### config.mk
export PLATFORM = sky130hd
export DESIGN_NAME = odometry_sampler
export DESIGN_NICKNAME = d
export VERILOG_FILES = /design/src/rtl/odometry_pkg.sv /design/src/rtl/odometry_delta.sv /design/src/rtl/odometry_sampler.sv
export SDC_FILE = /design/constraint.sdc
export NUM_CORES = 1
export LEC_CHECK = 0
export BUFFER_PORTS_ARGS = -buffer_cell sky130_fd_sc_hd__buf_2
export CAP_MARGIN = 5
export CORE_MARGIN = 3
export CORE_UTILIZATION = 24
export CTS_CLUSTER_DIAMETER = 50
export CTS_CLUSTER_SIZE = 16
export DETAILED_ROUTE_END_ITERATION = 10
export PLACE_DENSITY = 0.5
export SLEW_MARGIN = 5
export SYNTH_ARGS = -nofsm -noshare
export SYNTH_HDL_FRONTEND = slang
export SYNTH_SLANG_ARGS = --single-unit
### constraint.sdc
create_clock -name clk -period 7.1 [get_ports clk]
set_input_delay 0.71 -clock clk [delete_from_list [all_inputs] [get_ports clk]]
set_output_delay 0.71 -clock clk [all_outputs]
set_load 0.005 [all_outputs]
### src/rtl/odometry_pkg.sv
// odometry_pkg: record layout, widths and saturation constant shared by the odometry sampler
package odometry_pkg;
  localparam int REC_W    = 128;
  localparam int FLIT_LSB = 0;
  localparam int FLIT_W   = 32;
  localparam int PKT_LSB  = 32;
  localparam int PKT_W    = 32;
  localparam int VAL_LSB  = 64;
  localparam int VAL_W    = 32;
  localparam int SEQ_LSB  = 96;
  localparam int SEQ_W    = 16;
  localparam int DROP_LSB = 112;
  localparam int DROP_W   = 16;
  localparam logic [DROP_W-1:0] DROP_SAT = '1;

  function automatic logic [DROP_W-1:0] drop_inc(input logic [DROP_W-1:0] x);
    return (x == DROP_SAT) ? x : x + 1'b1;
  endfunction
endpackage

### src/rtl/odometry_delta.sv
// odometry_delta: wrap-safe counter difference saturated to SAT_W bits
module odometry_delta
  import odometry_pkg::*;
#(
  parameter int CNT_W = 64,
  parameter int SAT_W = 32
) (
  input  logic [CNT_W-1:0] cur,
  input  logic [CNT_W-1:0] snap,
  output logic [SAT_W-1:0] delta
);
  logic [CNT_W-1:0] diff;
  assign diff = cur - snap;
  generate
    if (CNT_W > SAT_W) begin : g_sat
      assign delta = |diff[CNT_W-1:SAT_W] ? '1 : diff[SAT_W-1:0];
    end else begin : g_pass
      assign delta = SAT_W'(diff);
    end
  endgenerate
endmodule

### src/rtl/odometry_sampler.sv
// odometry_sampler: periodic flit/packet delta records over AXI-Stream with drop merging and peak tracking
module odometry_sampler
  import odometry_pkg::*;
#(
  parameter int CNT_W = 64,
  parameter int SAT_W = 32
) (
  input  logic             clk,
  input  logic             rstn,
  input  logic [CNT_W-1:0] flit_count,
  input  logic [CNT_W-1:0] packet_count,
  input  logic [31:0]      value,
  input  logic [31:0]      interval,
  input  logic             clear_peak,
  output logic [REC_W-1:0] sample_tdata,
  output logic             sample_tvalid,
  input  logic             sample_tready,
  output logic [SAT_W-1:0] peak_flit_delta
);
  logic [31:0]       timer;
  logic [CNT_W-1:0]  flit_snap;
  logic [CNT_W-1:0]  pkt_snap;
  logic [SEQ_W-1:0]  seq;
  logic [DROP_W-1:0] dropped;
  logic [SAT_W-1:0]  flit_delta;
  logic [SAT_W-1:0]  pkt_delta;
  logic [REC_W-1:0]  rec_next;
  logic [SAT_W-1:0]  peak_next;
  logic              tick;
  logic              load;
  logic              drop;

  odometry_delta #(.CNT_W(CNT_W), .SAT_W(SAT_W)) u_flit (
    .cur(flit_count), .snap(flit_snap), .delta(flit_delta)
  );

  odometry_delta #(.CNT_W(CNT_W), .SAT_W(SAT_W)) u_pkt (
    .cur(packet_count), .snap(pkt_snap), .delta(pkt_delta)
  );

  // tick is compared with >= so shrinking interval mid-period fires at once
  assign tick = (interval != '0) && (({1'b0, timer} + 33'd1) >= {1'b0, interval});
  assign load = tick && (!sample_tvalid || sample_tready);
  assign drop = tick && sample_tvalid && !sample_tready;

  // assemble the outgoing record and the next peak value
  always_comb begin
    rec_next = '0;
    rec_next[FLIT_LSB +: FLIT_W] = FLIT_W'(flit_delta);
    rec_next[PKT_LSB +: PKT_W]   = PKT_W'(pkt_delta);
    rec_next[VAL_LSB +: VAL_W]   = VAL_W'(value);
    rec_next[SEQ_LSB +: SEQ_W]   = seq;
    rec_next[DROP_LSB +: DROP_W] = dropped;
    peak_next = peak_flit_delta;
    if (load)
      peak_next = (clear_peak || flit_delta > peak_flit_delta) ? flit_delta : peak_flit_delta;
    else if (clear_peak)
      peak_next = '0;
  end

  // sample period timer, parked at zero while sampling is disabled
  always_ff @(posedge clk or negedge rstn) begin
    if (!rstn)
      timer <= '0;
    else
      timer <= (interval == '0 || tick) ? '0 : timer + 1'b1;
  end

  // snapshots track inputs while disabled and advance only on emitted records
  always_ff @(posedge clk or negedge rstn) begin
    if (!rstn) begin
      flit_snap <= '0;
      pkt_snap  <= '0;
    end else if (interval == '0 || load) begin
      flit_snap <= flit_count;
      pkt_snap  <= packet_count;
    end
  end

  // output record register with handshake, sequence and drop accounting
  always_ff @(posedge clk or negedge rstn) begin
    if (!rstn) begin
      sample_tvalid <= 1'b0;
      sample_tdata  <= '0;
      seq           <= '0;
      dropped       <= '0;
    end else begin
      sample_tvalid <= load || (sample_tvalid && !sample_tready);
      if (load) begin
        sample_tdata <= rec_next;
        seq          <= seq + 1'b1;
      end
      dropped <= load ? '0 : drop ? drop_inc(dropped) : dropped;
    end
  end

  // peak of emitted flit deltas
  always_ff @(posedge clk or negedge rstn) begin
    if (!rstn)
      peak_flit_delta <= '0;
    else
      peak_flit_delta <= peak_next;
  end
endmodule

After elaboration in Yosys (flattened, before gate mapping)
Cells that the tools add are included.
{ "totals": {"mem_bits_ro": 0, "mem_bits_rw": 0, "latch_bits": 0, "ff_bits": 353, "mem_count": 0} }
{ "op_classes": {"n_mux": 9, "order_cmp": 2, "div": 0, "reduce_logical": 20, "n_shift": 0, "bitwise_logic": 0, "multipliers": 0, "n_addsub": 6, "eq_ne": 3} }
{ "ops": {"columns": ["cell", "count"], "rows": [
  ["32-bit two-way mux", 6],
  ["64-bit subtractor", 2],
  ["32-bit OR reduction", 2],
  ["16-bit two-way mux", 3],
  ["32-bit by 1-bit adder with 33-bit output, second input constant", 1],
  ["33-bit by 32-bit >= comparator with 1-bit output", 1],
  ["16-bit by 1-bit adder with 16-bit output, second input constant", 2],
  ["32-bit by 1-bit adder with 32-bit output, second input constant", 1],
  ["32-bit > comparator", 1],
  ["32-bit logical NOT", 1],
  ["32-bit nonzero test", 1],
  ["16-bit == test, second input constant", 1],
  ["1-bit logical AND", 5],
  ["1-bit logical OR", 5],
  ["2-bit AND reduction", 2],
  ["2-bit nonzero test", 2],
  ["1-bit logical NOT", 2],
  ["2-bit by 1-bit != test with 1-bit output, second input constant", 1],
  ["2-bit != test, second input constant", 1]
]} }

Longest topological paths before layout
{ "logic_depth": {"ltp_word": 7, "depth_mapped": 29, "mapped_depth_nobuf": 26} }

Hierarchy
A second synthesis with hierarchy kept.
{ "hier_totals": {"hier_cells": 2827, "area_unflattened_um2": 25982.4} }
{ "modules_own_cells": {"columns": ["mod", "seq_area_each_um2", "cells_each", "instances", "area_each_um2"], "rows": [
  ["odometry_sampler", 8833.5, 1191, 1, 15642.5],
  ["odometry_delta at u_flit", 0.0, 850, 1, 5444.0],
  ["odometry_delta at u_pkt", 0.0, 786, 1, 4895.9]
]} }

Worst setup path before layout
Ideal clock, no wire load.
{ "synth_path": {"path_type": "in2reg", "start": "input port flit_count[0]", "end": "register peak_flit_delta[16]", "arrival_ps": 6199, "setup_ps": 73, "n_path_buf": 3, "path_stages": 29, "slack_ps": 828, "path_cell_list": "inv_1 -> ha_1 -> fa_1 -> nand2b_1 -> a211oi_1 -> o2111ai_1 -> a31oi_1 -> o22ai_1 -> o21ai_0 -> mux2i_1 -> nand3_1 -> a2111oi_0 -> and4_1 -> buf_2 -> buf_2 -> nand3_1 -> ha_1 -> a21o_1 -> a21o_1 -> a21oi_1 -> nor2_1 -> a211oi_1 -> nor2_1 -> o41ai_1 -> nand2_1 -> a31o_2 -> clkbuf_1 -> and3_1 -> a21oi_2"} }
{ "synth_via": {"elab_chain_cells": 7} }
{ "synth_rtl": {"columns": ["element", "line_no", "text"], "rows": [
  ["start: declaration", "odometry_sampler.sv:10", "input logic [CNT_W-1:0] flit_count,"],
  ["64-bit subtractor (*)", "odometry_delta.sv:13", "assign diff = cur - snap;"],
  ["32-bit OR reduction", "odometry_delta.sv:16", "assign delta = |diff[CNT_W-1:SAT_W] ? '1 : diff[SAT_W-1:0];"],
  ["32-bit two-way mux (*)", "odometry_delta.sv:16", null],
  ["named net flit_delta[9]", "odometry_sampler.sv:25", "logic [SAT_W-1:0] flit_delta;"],
  ["32-bit > comparator (*)", "odometry_sampler.sv:56", "peak_next = (clear_peak || flit_delta > peak_flit_delta) ? flit_delta : peak_flit_delta;"],
  ["1-bit logical OR (*)", "odometry_sampler.sv:56", null],
  ["2-bit by 1-bit != test with 1-bit output (no line) (*)", null, null],
  ["2-bit AND reduction (no line) (*)", null, null],
  ["end signal: assignment", "odometry_sampler.sv:102", "peak_flit_delta <= peak_next;"],
  ["end: declaration", "odometry_sampler.sv:18", "output logic [SAT_W-1:0] peak_flit_delta"]
]} }
Mark *: on every way through the listed nets, which the timed path passes. The rest lies on a longest branch. The select of a mux whose other input is x is not followed.
A chain may end at the register's enable or synchronous reset.

Final worst setup path
{ "layout_path": {"start": "register flit_snap[0]", "end": "register peak_flit_delta[18]"} }
{ "layout_via": {"elab_chain_cells": 7} }
{ "layout_rtl": {"columns": ["element", "line_no", "text"], "rows": [
  ["start: declaration", "odometry_sampler.sv:21", "logic [CNT_W-1:0] flit_snap;"],
  ["start signal: assignment", "odometry_sampler.sv:75", "flit_snap <= flit_count;"],
  ["64-bit subtractor (*)", "odometry_delta.sv:13", null],
  ["32-bit OR reduction", "odometry_delta.sv:16", null],
  ["32-bit two-way mux (*)", "odometry_delta.sv:16", null],
  ["named net flit_delta[8]", "odometry_sampler.sv:25", null],
  ["32-bit > comparator (*)", "odometry_sampler.sv:56", null],
  ["1-bit logical OR (*)", "odometry_sampler.sv:56", null],
  ["2-bit by 1-bit != test with 1-bit output (no line) (*)", null, null],
  ["2-bit AND reduction (no line) (*)", null, null]
]} }
Marked as above.

==> flow_metrics.env <==
export IMPL_core_area_mm2=0.104
export IMPL_maxSlewViolCount=0
export IMPL_dr_first_iter_drc_count=1690
export IMPL_ys_ff_latch=353
export IMPL_finClkSkew_ns=0.0422
export IMPL_rsz0062_at_grt="no"
export IMPL_grt_use_total_pct=16.6
export IMPL_setup_ws_ns=0.555
export IMPL_drt_met1_wl_um=44700
export IMPL_synth_edf_count=0
export IMPL_yosysSeqAreaShare_pct=34.9
export IMPL_syn_inst=3176
export IMPL_initial_core_util_pct=24.3
export IMPL_drive_gt1_share_pct=17.0
export IMPL_start_kind="flop"
export IMPL_die_area_mm2=0.110
export IMPL_tightest_slew_ns=1.10
export IMPL_finalNonFillerCells=4935
export IMPL_final_hold_viol_count=0
export IMPL_cts_root_buf="clkbuf_16"
export IMPL_cts_tree="built"
export IMPL_cts_setup_buffers=0
export IMPL_synth_area_mm2=0.0253
export IMPL_crit_required_ns=7.66
export IMPL_worstHoldPathType="in -> async"
export IMPL_dp_cells=4797
export IMPL_hpwlAfterDp_um=72700
export IMPL_area_delta_synth_final_pct=22.6
export IMPL_die_x_um=331
export IMPL_io_buffers=356
export IMPL_power_density_mw_per_mm2=222
export IMPL_htree_levels=3
export IMPL_fin_nets=3879
export IMPL_drt_first_pass_iters=5
export IMPL_die_h_um=331
export IMPL_postRouteAntennaNets=0
export IMPL_ir_worst_vdd_uv=175
export IMPL_drc=0
export IMPL_routabilityCongestion=0.887
export IMPL_grt_max_degree=192
export IMPL_wl_met3_um=5960
export IMPL_pre_cts_ws_ns=-0.256
export IMPL_relSlewSlack_pct=26.7
export IMPL_num_vias=24000
export IMPL_top_layer_used="met5"
export IMPL_cts_sinks=353
export IMPL_cp_end_kind="flop"
export IMPL_wl_um=93100
export IMPL_ys_warn_count=0
export IMPL_syn_nets=3567
export IMPL_ys_flop_type="dfrtp_1"
export IMPL_critPathMaxStageDelay_ns=0.41
export IMPL_antenna_found_initial=18
export IMPL_cts_buffer_depth=3
export IMPL_cp_slowest_cell="fa_1"
export IMPL_leakagePower_nw=14.0
export IMPL_finalSetupViolations=0
export IMPL_wl_per_cell_um=18.9
export IMPL_final_period_utilization_pct=92.2
export IMPL_insertion_delay_ns=0.65
export IMPL_crit_arrival_ns=7.10
export IMPL_gr_total_overflow=0
export IMPL_hold_slack_ns=0.0908
export IMPL_rows=118
export IMPL_cp_max_fo=40
export IMPL_synthArstFlopShare_pct=100
export IMPL_cts_reportedPaths_clkPinSlew_ns=0.05
export IMPL_max_cap_viol_count=0
export IMPL_syn_area_per_cell_um2=7.98
export IMPL_status="complete, no violations"
export IMPL_grt_pass1_wl_um=141000
export IMPL_viasPerCell=4.86
export IMPL_layout_min_cycle_time_ns=6.54
export IMPL_grt_pass1_vias=23200
export IMPL_ys_types=97
export IMPL_wl_met2_um=39900
export IMPL_critPathKind="reg -> reg"
export IMPL_numCtsBuffers=69
export IMPL_fmax_mhz=153
export IMPL_io_pins=357
export IMPL_setup_tns_ns=0
registers in the layout, indices dropped and copies added (netlist names):
signal	count
dropped	16
flit_snap	64
peak_flit_delta	32
pkt_snap	64
sample_tdata	128
sample_tvalid	1
seq	16
timer	32
power breakdown:
part           leakage (nW)  switching, W  internal [W]
Combinational          8.73      0.000926      0.000463
Clock                  1.13       0.00132       0.00208
Sequential             4.14     0.0000276       0.00207
cells in the mapped netlist, types with 8 or more instances:
cell / instances / share of area [%]
nor3_1: 42 / 0.83
nor2_1: 252 / 3.7
dfrtp_1: 353 / 35
a21boi_0: 10 / 0.30
a21oi_2: 23 / 0.80
nor2b_1: 47 / 1.2
o211ai_1: 26 / 0.77
nand4_1: 96 / 2.4
nand3_1: 70 / 1.4
buf_2: 20 / 0.40
xnor2_1: 85 / 2.9
and2_1: 18 / 0.44
and3_1: 65 / 1.6
mux2i_1: 10 / 0.40
o21a_1: 21 / 0.62
clkbuf_1: 112 / 1.7
o22ai_1: 8 / 0.20
xor2_1: 56 / 1.9
nand2b_1: 18 / 0.44
o21ai_0: 282 / 5.6
ha_1: 193 / 9.5
a21o_1: 37 / 1.1
a21oi_1: 230 / 4.5
or3_1: 35 / 0.86
or2_2: 12 / 0.30
nor4_1: 21 / 0.52
inv_1: 232 / 3.4
buf_4: 10 / 0.30
o21bai_1: 14 / 0.41
a211oi_1: 21 / 0.62
a41oi_1: 33 / 1.1
a31oi_1: 43 / 1.1
nand2_1: 518 / 7.7
cells in the final DEF, fill, tap and decap left out, types with 37 or more instances in the layout:
cell	Yosys	layout
clkbuf_16	0	69
a21oi_1	230	230
dfrtp_1	353	353
a21o_1	37	37
and3_1	65	65
nand4_1	96	96
nand2_1	518	518
ha_1	193	193
buf_2	20	355
nor2b_1	47	47
nand3_1	70	70
inv_1	232	232
xnor2_1	85	85
nor3_1	42	42
a31oi_1	43	42
o21ai_0	282	281
nor2_1	252	250
xor2_1	56	56
path summary, 6_finish.rpt:
check | from | end | slack, ns | cells after the start
worst min-delay path | rstn | timer[17]$_DFF_PN0_ | 0.09 | 1
min in group clk | value[1] | sample_tdata[65]$_DFFE_PN0P_ | 0.25 | 3
worst min register to register | sample_tdata[76]$_DFFE_PN0P_ | sample_tdata[76]$_DFFE_PN0P_ | 0.47 | 2
max in group asynchronous | rstn | flit_snap[63]$_DFFE_PN0P_ | 5.58 | 2
worst max register to register | flit_snap[0]$_DFFE_PN0P_ | peak_flit_delta[18]$_DFFE_PN0P_ | 0.56 | 28
worst max-delay path | flit_snap[0]$_DFFE_PN0P_ | peak_flit_delta[18]$_DFFE_PN0P_ | 0.56 | 28
worst max-delay path: cells and delay by family (launching register included):
family / cells / cell delay [ns]
multiplexers: 1 / 0.26
AND/OR/NAND/NOR: 8 / 1.09
adder cells (fa/ha/maj): 3 / 0.81
flip-flops: 1 / 0.38
buffers and inverters: 3 / 0.56
AO/OA/AOI/OAI: 13 / 3.33
per-stage QoR:
stage | util, % | total power (W) | instance area, µm²
6_report | 29.9 | 0.00689 | 31100
5_1_grt | 29.8 | 0.00723 | 31100
4_1_cts | 29.8 | 0.00700 | 31000
3_5_place_dp | 27.5 | 0.00351 | 28600
3_3_place_gp | 27.5 | 0.00352 | 28600
2_1_floorplan | - | 0.00297 | 25300
cell families after synthesis:
group	synth area share, %
DFF	34.9
buffers and inverters	6.16
AOI/OAI and AO/OA	20.3
muxes	0.706
and+or+nand+nor	23.4
xor gates and xnor gates	4.87
adders and majority gates	9.69
what timing repair did:
item	CTS	global route
gates resized for setup	0	4
hold buffers	0	0
setup endpoints to repair	0	32
layout make-up:
class | count | area [µm²]
inverters | 232 | 871
well taps | 1380 | 1730
flip-flops and latches | 353 | 8830
multi-input cells | 2437 | 15000
fillers | 11300 | 73000
clock inverters | 47 | 604
clock buffers | 81 | 1820
diodes | 10 | 25.0
repair buffers | 395 | 2170
metal layers:
metal | GRT usage [%] | up-vias
met5 | 0 | -
met4 | 4.63 | 12
met3 | 4.12 | 131
met2 | 25.0 | 610
met1 | 23.4 | 11400
li1 | - | 11800
Power figures use the tool's default switching activity.
